--- src/rtl/pmem_pkg.sv ---
// Shared widths, state encoding and grant encoding for the physical-memory arbiter.
package pmem_pkg;

  localparam int LINE_W = 256;
  localparam int BEAT_W = 64;
  localparam int BEATS  = 4;
  localparam int CNT_W  = $clog2(BEATS);

  localparam logic [CNT_W-1:0] LAST_BEAT = CNT_W'(BEATS - 1);

  typedef enum logic [2:0] {
    IDLE,
    I_READ,
    D_READ,
    D_WRITE,
    DONE
  } pmem_arb_state_t;

  typedef enum logic {
    GRANT_I,
    GRANT_D
  } grant_t;

  // Bursts always start at the first byte of a 32-byte line.
  function automatic logic [31:0] line_align(input logic [31:0] addr);
    return {addr[31:5], 5'b0};
  endfunction

endpackage

--- src/rtl/pmem_line_buffer.sv ---
// 256-bit line register: full-line load at grant, beat-indexed load on reads,
// beat select for write serialisation.
module pmem_line_buffer
  import pmem_pkg::*;
(
  input  logic              clk,
  input  logic              rst,
  input  logic              load_line,
  input  logic [LINE_W-1:0] line_in,
  input  logic              beat_we,
  input  logic [CNT_W-1:0]  beat_idx,
  input  logic [BEAT_W-1:0] beat_in,
  output logic [LINE_W-1:0] line_q,
  output logic [BEAT_W-1:0] beat_out
);

  // Line storage; a full-line load has priority over a beat load.
  always_ff @(posedge clk) begin
    if (rst) begin
      line_q <= '0;
    end else if (load_line) begin
      line_q <= line_in;
    end else if (beat_we) begin
      line_q[BEAT_W*beat_idx +: BEAT_W] <= beat_in;
    end
  end

  // Current write beat follows the beat counter.
  always_comb begin
    beat_out = line_q[BEAT_W*beat_idx +: BEAT_W];
  end

endmodule

--- src/rtl/pmem_arbiter.sv ---
// Round-robin arbiter between icache and dcache line requests onto a single
// 64-bit, four-beat burst memory port.
module pmem_arbiter
  import pmem_pkg::*;
(
  input  logic              clk,
  input  logic              rst,
  input  logic              i_read,
  input  logic [31:0]       i_address,
  output logic [LINE_W-1:0] i_rdata,
  output logic              i_resp,
  input  logic              d_read,
  input  logic              d_write,
  input  logic [31:0]       d_address,
  input  logic [LINE_W-1:0] d_wdata,
  output logic [LINE_W-1:0] d_rdata,
  output logic              d_resp,
  output logic              pmem_read,
  output logic              pmem_write,
  output logic [31:0]       pmem_address,
  output logic [BEAT_W-1:0] pmem_wdata,
  input  logic [BEAT_W-1:0] pmem_rdata,
  input  logic              pmem_resp
);

  pmem_arb_state_t  state_q, state_d;
  grant_t           grant_q, grant_d;
  logic             wr_q, wr_d;
  logic [CNT_W-1:0] cnt_q, cnt_d;
  logic [31:0]      addr_q, addr_d;
  logic             load_line, beat_we;
  logic             i_req, d_req;
  logic [LINE_W-1:0] line_q;
  logic [BEAT_W-1:0] beat_out;

  assign i_req = i_read;
  assign d_req = d_read | d_write;

  pmem_line_buffer u_line (
    .clk      (clk),
    .rst      (rst),
    .load_line(load_line),
    .line_in  (d_wdata),
    .beat_we  (beat_we),
    .beat_idx (cnt_q),
    .beat_in  (pmem_rdata),
    .line_q   (line_q),
    .beat_out (beat_out)
  );

  // Control state: FSM, last grant, write flag and beat counter.
  always_ff @(posedge clk) begin
    if (rst) begin
      state_q <= IDLE;
      grant_q <= GRANT_I;
      wr_q    <= 1'b0;
      cnt_q   <= '0;
    end else begin
      state_q <= state_d;
      grant_q <= grant_d;
      wr_q    <= wr_d;
      cnt_q   <= cnt_d;
    end
  end

  // Burst address is data only; it is captured at grant and gated by state on output.
  always_ff @(posedge clk) begin
    addr_q <= addr_d;
  end

  // Arbitration, next state and beat bookkeeping.
  always_comb begin
    state_d   = state_q;
    grant_d   = grant_q;
    wr_d      = wr_q;
    cnt_d     = cnt_q;
    addr_d    = addr_q;
    load_line = 1'b0;
    beat_we   = 1'b0;
    case (state_q)
      IDLE: begin
        if (i_req || d_req) begin
          // On a tie, grant whichever side did not win last time.
          if (i_req && d_req) begin
            grant_d = (grant_q == GRANT_I) ? GRANT_D : GRANT_I;
          end else begin
            grant_d = d_req ? GRANT_D : GRANT_I;
          end
          load_line = 1'b1;
          cnt_d     = '0;
          if (grant_d == GRANT_I) begin
            addr_d  = i_address;
            wr_d    = 1'b0;
            state_d = I_READ;
          end else if (d_write) begin
            // A writeback takes precedence over a simultaneous dcache read.
            addr_d  = d_address;
            wr_d    = 1'b1;
            state_d = D_WRITE;
          end else begin
            addr_d  = d_address;
            wr_d    = 1'b0;
            state_d = D_READ;
          end
        end
      end
      I_READ, D_READ: begin
        if (pmem_resp) begin
          beat_we = 1'b1;
          cnt_d   = cnt_q + 1'b1;
          if (cnt_q == LAST_BEAT) state_d = DONE;
        end
      end
      D_WRITE: begin
        if (pmem_resp) begin
          cnt_d = cnt_q + 1'b1;
          if (cnt_q == LAST_BEAT) state_d = DONE;
        end
      end
      DONE:    state_d = IDLE;
      default: state_d = IDLE;
    endcase
  end

  // Outputs decode registered state only.
  always_comb begin
    pmem_read    = (state_q == I_READ) || (state_q == D_READ);
    pmem_write   = (state_q == D_WRITE);
    pmem_address = (pmem_read || pmem_write) ? line_align(addr_q) : '0;
    pmem_wdata   = pmem_write ? beat_out : '0;
    i_resp       = (state_q == DONE) && (grant_q == GRANT_I);
    d_resp       = (state_q == DONE) && (grant_q == GRANT_D);
    i_rdata      = i_resp ? line_q : '0;
    d_rdata      = (d_resp && !wr_q) ? line_q : '0;
  end

endmodule

--- config.mk ---
export PLATFORM = sky130hd
export DESIGN_NAME = pmem_arbiter
export DESIGN_NICKNAME = d
export VERILOG_FILES = /design/src/rtl/pmem_pkg.sv /design/src/rtl/pmem_line_buffer.sv /design/src/rtl/pmem_arbiter.sv
export SDC_FILE = /design/constraint.sdc
export NUM_CORES = 1
export LEC_CHECK = 0
export ABC_AREA = 0
export BUFFER_PORTS_ARGS = -buffer_cell sky130_fd_sc_hd__buf_2
export CAP_MARGIN = 0
export CORE_AREA = 5 5 388 390
export DETAILED_ROUTE_END_ITERATION = 8
export DIE_AREA = 0 0 393 395
export PLACE_DENSITY = 0.39
export SYNTH_ARGS = -nofsm -noshare
export SYNTH_HDL_FRONTEND = slang
export SYNTH_SLANG_ARGS = --single-unit
--- constraint.sdc ---
create_clock -name clk -period 2.9 [get_ports clk]
set_input_delay 0.87 -clock clk [delete_from_list [all_inputs] [get_ports clk]]
set_output_delay 0.87 -clock clk [all_outputs]
set_load 0.02 [all_outputs]
### After elaboration in Yosys (flattened, before gate mapping)

Index checks and enable logic that the tools add are counted.

| word-level totals | value |
|---|---|
| logic and storage cells | 65 |
| register bits after elaboration | 295 |
| input bits | 390 |
| output and inout port bits | 612 |

| cells by class | value |
|---|---|
| multiplexer cells | 28 |
| bitwise logic cells | 2 |
| shifts and indexed selects | 3 |
| eq/ne operators | 8 |
| reduce and logical (&&, ||, !) cells | 16 |
| $add $sub $neg | 2 |

Operators with widths:

| kind | count |
|---|---|
| 256-bit two-way mux | 4 |
| 256-bit bitwise mux | 1 |
| 64-bit by 34-bit variable shift with 256-bit output, first input constant | 1 |
| 256-bit by 9-bit indexed part select with 64-bit output | 1 |
| 64-bit by 34-bit indexed part select with 256-bit output | 1 |
| 32-bit two-way mux | 2 |
| 64-bit two-way mux | 1 |
| 8-bit negation with 34-bit output | 1 |
| 1-bit two-way mux | 12 |
| 3-bit two-way mux | 3 |
| 3-bit by 2-bit equality test with 1-bit output, second input constant | 2 |
| 2-bit two-way mux | 3 |
| 3-bit case mux with 2 select lines | 1 |
| 3-bit AND reduction | 2 |
| 1-bit logical AND | 4 |
| 2-bit by 1-bit inequality test with 1-bit output, second input constant | 2 |
| 2-bit case mux with 2 select lines | 1 |
| 2-bit nonzero test | 2 |
| 3-bit by 1-bit equality test with 1-bit output, second input constant | 1 |
| 3-bit equality test, second input constant | 1 |
| 3-bit logical NOT | 1 |
| 1-bit logical OR | 3 |
| 3-bit OR reduction | 1 |
| 2-bit by 1-bit adder with 2-bit output, second input constant | 1 |
| 7 further kinds | 7 |

### Logic depth before layout (Yosys ltp)

Gate-level depths: netlist of run 1.

| logic depth | value |
|---|---|
| word-level depth | 8 |
| depth in mapped cells | 10 |
| gate-level depth less buffers | 5 |

### Modules after synthesis

From an unflattened synthesis of run 1, not the netlist that was laid out.

| unflattened totals | value |
|---|---|
| cells, all modules | 2036 |
| area, all modules | 17707.0 um^2 |

By module, submodules not included:

| module | instances | sequential area each (um^2) | area an instance (um^2) | cells an instance |
|---|---|---|---|---|
| pmem_line_buffer | 1 | 5124.9 | 12036.5 | 1258 |
| pmem_arbiter | 1 | 950.9 | 5670.4 | 778 |

### Least setup slack after synthesis of run 1

Ideal clock, no wire load.

| timing path | value |
|---|---|
| kind | reg-to-output |
| start point | register cnt_q[0] |
| end point | output pmem_wdata[25] |
| required time | 2.030 ns |
| slack | 0.221 ns |
| stages on the path, launching flop included | 6 |
| buffers on the path | 3 |
| data arrival time | 1.809 ns |
| cell sequence | dfxtp_1 -> buf_2 -> buf_2 -> buf_2 -> mux4_2 -> and3_1 |

| between the ends | value |
|---|---|
| longest elaborated chain between the ends | 2 |

Ends and longest elaborated chain:

| element | RTL line | source |
|---|---|---|
| start: declaration | pmem_arbiter.sv:29 | `logic [CNT_W-1:0] cnt_q, cnt_d;` |
| start signal: assignment | pmem_arbiter.sv:62 | `cnt_q <= cnt_d;` |
| 256-bit by 9-bit indexed part select with 64-bit output | pmem_line_buffer.sv:30 | `beat_out = line_q[BEAT_W*beat_idx +: BEAT_W];` |
| 64-bit two-way mux | pmem_arbiter.sv:130 | `pmem_wdata = pmem_write ? beat_out : '0;` |
| end: declaration | pmem_arbiter.sv:21 | `output logic [BEAT_W-1:0] pmem_wdata,` |

No other way between the ends.

### Worst setup path in the final report of run 1

| timing path | value |
|---|---|
| start point | register cnt_q[0] |
| end point | output pmem_wdata[33] |

The elaborated chain is that of the path after synthesis.

==> out/summary.txt, run 1 <==
Fin. Hold Viols: 0
Core Util, Final: 0.239
Area after DPL: 0.0291 mm²
Die height: 395 µm
H-Tree Depth: 2
Skew-Pair Late Insertion Delay: 0.59 ns
Clk root buf: clkbuf_16
Tmin final: 3.19 ns
Prevailing post-synth register cell: dfxtp_1
Startpoint Class: register
CP Data Arrival Time: 2.32 ns
Area of the multi-input gates: 0.0141 mm²
CP Class: register to output port
Max Clock Skew: 0.0147 ns
Hold slack: 0.482 ns
Layout filler cell count: 16000
Leakage Power: 14.1 nW
Row cnt: 141
Cell area after layout: 0.0351 mm²
IO Pins: 1002
Setup crit end kind: output port
Status: complete, but fails checks
Mapped Avg Cell Area: 8.63 µm²
Number of global-route vias before repair: 26000
Antenna violations before repair: 63
Reg clk slew, reported paths: 0.06 ns
Fin worst setup slack: -0.287 ns
WP data required: 2.03 ns
Die area: 0.155 mm²
Port Buf Inserts: 986
Via count: 27300
EDFF count, synth: 27
Aggregate global-route resource usage: 0.196
Final Power: 17.8 mW
Power Density: 509 mW/mm²
Slew headroom: 0.571
Failing checks: setup timing
Routed Antenna Nets: 0
Peak VDD IR: 0.399 mV
Starting Density: 0.145
Ys Warns: 0
Synthesized cell area: 0.0213 mm²
Layout cells sized above 1: 0.479
Register Area: 0.00609 mm²
Die width: 393 µm
WL/cell: 30.7 µm
Synth cell types: 42
Commonest non-fill, non-tap cells in the layout: buf_2 (626), and2_1 (417), buf_4 (268)
Gr ovfl total: 0
Num CTS Buffers: 42
Post-synthesis cell count: 2465
Fin crit share: 1.10
Final setup vio count: 602
Largest net degree at the start of global routing: 69
Seq cells post-synth: 290
Vias per cell: 5.08
Placer Congestion: 0.883
First-pass GRT wire length: 219 mm
Slew of the pin with the lowest slew margin: 0.644 ns
CTS tree: built
Sequential fraction of the synthesis area: 0.286
Longest Clk Path Bufs: 3
Synth async-reset ratio: 0
Most common cell after layout, fill and taps aside: buf_2
Final Max Tran Viols: 0
RSZ-0062 raised after global routing: true
Max Fclk: 0.314 GHz
DRT Pass-1 Iters: 8
Max-cap violation count: 0
Clock sink count: 290
Final #Nets: 3775
Worst-path maximum fanout: 5
Area Overhead vs Synth: 64.8%
Detailed Route WL: 165 mm
Post-DP HPWL: 109 mm
Placeable Area: 0.147 mm²
Starting DRC count in detailed routing: 2998
Drc violations: 0
Hold crit path type: register to register
## where the power goes
| part | leakage [nW] | internal (mW) | switching [mW] |
|---|---|---|---|
| Combinational | 11.0 | 2.57 | 4.09 |
| Sequential | 2.45 | 4.80 | 1.11 |
| Clock | 0.653 | 3.08 | 2.18 |
## metal layers
layer,track usage,vias up,wire length (µm)
met5,0,-,68
met1,0.256,13800,68100
met3,0.0425,278,14100
met4,0.0756,12,5970
met2,0.315,1685,76900
li1,-,11600,-
## cells in the mapped netlist (14+ instances only)
cell type	count	area share
a311oi_1	246	0.10
buf_4	14	0.0049
nand3_1	195	0.046
mux2_2	27	0.014
o211ai_1	192	0.068
o21ai_0	66	0.016
and3_1	65	0.019
a221oi_1	192	0.079
nor3_1	65	0.015
clkbuf_1	265	0.047
buf_6	20	0.011
edfxtp_1	27	0.038
nand4_1	64	0.019
dfxtp_1	263	0.25
mux4_2	64	0.068
buf_1	14	0.0025
and2_1	539	0.16
buf_2	84	0.020
## cell families (layout without fill, tap and decap cells)
family / count (synthesis) / after routing / synth area share
AOI/OAI and AO/OA: 721 / 721 / 0.276
adders and majority gates: 5 / 5 / 0.00294
other: 1 / 48 / 0.000176
xor gates and xnor gates: 2 / 2 / 0.00171
buffers and inverters: 403 / 1340 / 0.0856
DFF: 290 / 290 / 0.286
muxes: 91 / 91 / 0.0820
and+or+nand+nor: 952 / 952 / 0.266
## path summary, 6_finish.rpt
check            from                 end  cells past startpoint  slack [ns]
max reg2reg  cnt_q[0]  u_line.line_q[209]                     10       -0.06
min              wr_q                wr_q                      2        0.48
min reg2reg      wr_q                wr_q                      2        0.48
max          cnt_q[0]      pmem_wdata[33]                      5       -0.29
## final cells by class
class                   instances  share of cell area
multi-input cells            1776               0.403
repair buffers               1264               0.312
flip-flops and latches        290               0.174
well taps                    1930              0.0689
clock buffers                  60              0.0349
diodes                         43             0.00307
clock inverters                10             0.00296
inverters                       6            0.000642
## worst max-delay path, stage by stage, from the launching register on
cell	delay, ns
dfxtp_4	0.37
buf_12	0.14
buf_16	0.16
mux4_2	0.65
and3_4	0.22
buf_6	0.12
## metrics by stage
step | setup TNS (ns) | std cells | setup slack (ns)
floorplan | 0 | 2469 | 0.221
global placement | 0 | 5161 | 0.121
detailed placement | 0 | 5161 | 0.141
CTS | -134.69 | 5313 | -0.355
global route | -172.62 | 5367 | -0.421
finish | -96.58 | 5379 | -0.287
## sequential cells by signal, summed over array words and instances (netlist names)
signal and cells:
wr_q 1, addr_q 27, u_line.line_q 256, cnt_q 2, grant_q 1, state_q 3
## repair_timing
| action | 4_1_cts | 5_1_grt |
|---|---|---|
| setup endpoints to repair | 606 | 607 |
| resized for setup | 614 | 239 |
| buffers inserted | 49 | 17 |
| pin swaps | 20 | 8 |
| gates cloned | 34 | 11 |
| hold buffers | 0 | 0 |
No activity file was read; power rests on OpenSTA's default activity.
==> inputs of run 2 (changes only) <==
--- a/config.mk
+++ b/config.mk
@@ -12,6 +12,7 @@
 export DETAILED_ROUTE_END_ITERATION = 8
 export DIE_AREA = 0 0 393 395
 export PLACE_DENSITY = 0.39
+export SETUP_SLACK_MARGIN = 0.5
 export SYNTH_ARGS = -nofsm -noshare
 export SYNTH_HDL_FRONTEND = slang
 export SYNTH_SLANG_ARGS = --single-unit
==> run 2 against run 1 <==
The flow still finishes with violations (setup timing). Final area fell by 0.74%. Utilization fell by 0.18 points. Cell count barely moved. Critical path depth rose by 1. Die area did not move. Setup slack improved by 0.044 ns. Clock power barely moved. Sequential share of layout area rose by 0.13 points. Critical path type unchanged. Largest cell class unchanged.
==> out/summary.txt, run 2 (synthesis gave the netlist of run 1 again) <==
Fin worst setup slack: -0.243 ns
Slew headroom: 0.533
WL/cell: 31.0 µm
Top reg by flops: u_line.line_q
Power Density: 512 mW/mm²
Die width: 393 µm
Max-cap violation count: 0
Slew of the pin with the lowest slew margin: 0.700 ns
Commonest non-fill, non-tap cells in the layout: buf_2 (694), and2_1 (338), dfxtp_1 (257)
Hold crit path type: register to register
Gr ovfl total: 0
Max Fclk: 0.318 GHz
FF-to-FF Start: cnt_q[0]
Setup crit end kind: output port
Antenna violations before repair: 52
RSZ-0062 raised after global routing: true
R2R setup slack: 0.23 ns
Hold_sp: wr_q
IO Pins: 1002
R2R cell count: 8
CP Class: register to output port
CTS tree: built
Max Clock Skew: 0.0131 ns
Layout cells sized above 1: 0.494
Starting Density: 0.145
Aggregate global-route resource usage: 0.196
Placer Congestion: 0.867
End of the worst register-to-register path: u_line.line_q[174]
Number of global-route vias before repair: 26300
Longest Clk Path Bufs: 3
Worst-path maximum fanout: 6
Status: complete, but fails checks
Vias per cell: 5.07
Via count: 27300
WP data required: 2.03 ns
Largest registers: u_line.line_q (256), addr_q (27), state_q (3)
Hold path depth: 2
Port Buf Inserts: 986
Peak VDD IR: 0.328 mV
Row cnt: 141
Die area: 0.155 mm²
DRT Pass-1 Iters: 6
Core Util, Final: 0.237
First-pass GRT wire length: 219 mm
Skew-Pair Late Insertion Delay: 0.59 ns
Dpl ws: 0.216 ns
Reg clk slew, reported paths: 0.06 ns
Startpoint Class: register
Max reg flops: 256
Post-DP HPWL: 112 mm
Hold Path End: wr_q
Clock sink count: 290
Die height: 395 µm
Largest net degree at the start of global routing: 77
Detailed Route WL: 167 mm
Area Overhead vs Synth: 63.6%
Fin crit share: 1.08
Final setup vio count: 601
Tmin final: 3.14 ns
Routed Antenna Nets: 0
Clk root buf: clkbuf_16
Drc violations: 0
Starting DRC count in detailed routing: 2662
Most common cell after layout, fill and taps aside: buf_2
Failing checks: setup timing
Final Power: 17.8 mW
Final Max Tran Viols: 0
H-Tree Depth: 2
Final #Nets: 3779
CP Data Arrival Time: 2.27 ns
Fin. Hold Viols: 0
Leakage Power: 14.3 nW
Num CTS Buffers: 41
Placeable Area: 0.147 mm²
==> run 2: changes by cell type in the layout (fill, tap and decap cells not counted), moves of 9 or more <==
cell / previous run / this run
and2_1: 417 / 338
and2_4: 122 / 178
buf_4: 268 / 210
and3_4: 57 / 26
buf_6: 216 / 225
and2_2: 0 / 23
buf_2: 626 / 694
and3_1: 8 / 37
==> run 2: critical path: stages, from the launching register on <==
cell and delay, ns:
dfxtp_4 0.37, buf_12 0.17, buf_12 0.14, clkbuf_16 0.15, mux4_2 0.50, and3_4 0.20, buf_6 0.13
==> run 2: area by class of cell <==
class                   count  area (µm²)
clock buffers              67        1230
fillers                 16200      112000
flip-flops and latches    290        6090
multi-input cells        1776       14200
repair buffers           1269       10700
inverters                   6        26.3
clock inverters             8        93.8
well taps                1930        2410
diodes                     37        92.6
==> run 2: how the worst max path moves through the flow <==
stage,from,depth (start not counted),slack [ns],endpoint
2_1_floorplan,d_read,6,0.49,addr_q[10]
3_3_place_gp,state_q[2],5,0.20,i_rdata[25]
3_5_place_dp,state_q[2],5,0.22,i_rdata[25]
4_1_cts,cnt_q[0],6,-0.34,pmem_wdata[57]
5_1_grt,state_q[1],7,-0.34,d_rdata[173]
6_report,cnt_q[0],6,-0.24,pmem_wdata[58]
==> run 2: per-layer routing <==
metal / track usage / wire length [µm] / vias up
met5: 0 / 74 / -
met4: 0.0781 / 6520 / 10
met3: 0.0350 / 13200 / 256
met2: 0.322 / 79000 / 1591
met1: 0.253 / 68200 / 13900
li1: - / - / 11500
==> run 2: power breakdown <==
part | switching [mW] | internal [mW] | total, mW
sequential | 1.16 | 4.80 | 5.96
combinational | 4.04 | 2.59 | 6.62
clock | 2.18 | 3.06 | 5.24
==> run 2: what timing repair did <==
action	4_1_cts	5_1_grt
setup buffers	37	7
cloned	26	20
pin swaps	9	5
resized for setup	252	552
endpoints found under the setup margin	828	862
hold buffers	0	0
==> run 2: metrics by stage <==
step / TNS [ns] / hold WS [ns] / instance area, µm² / cells
floorplan: 0 / 0.445 / 21500 / 2469
global placement: 0 / 0.475 / 29300 / 5181
detailed placement: 0 / 0.474 / 29300 / 5181
CTS: -146.32 / 0.482 / 32600 / 5319
global route: -150.46 / 0.515 / 34800 / 5372
finish: -76.28 / 0.488 / 34800 / 5383
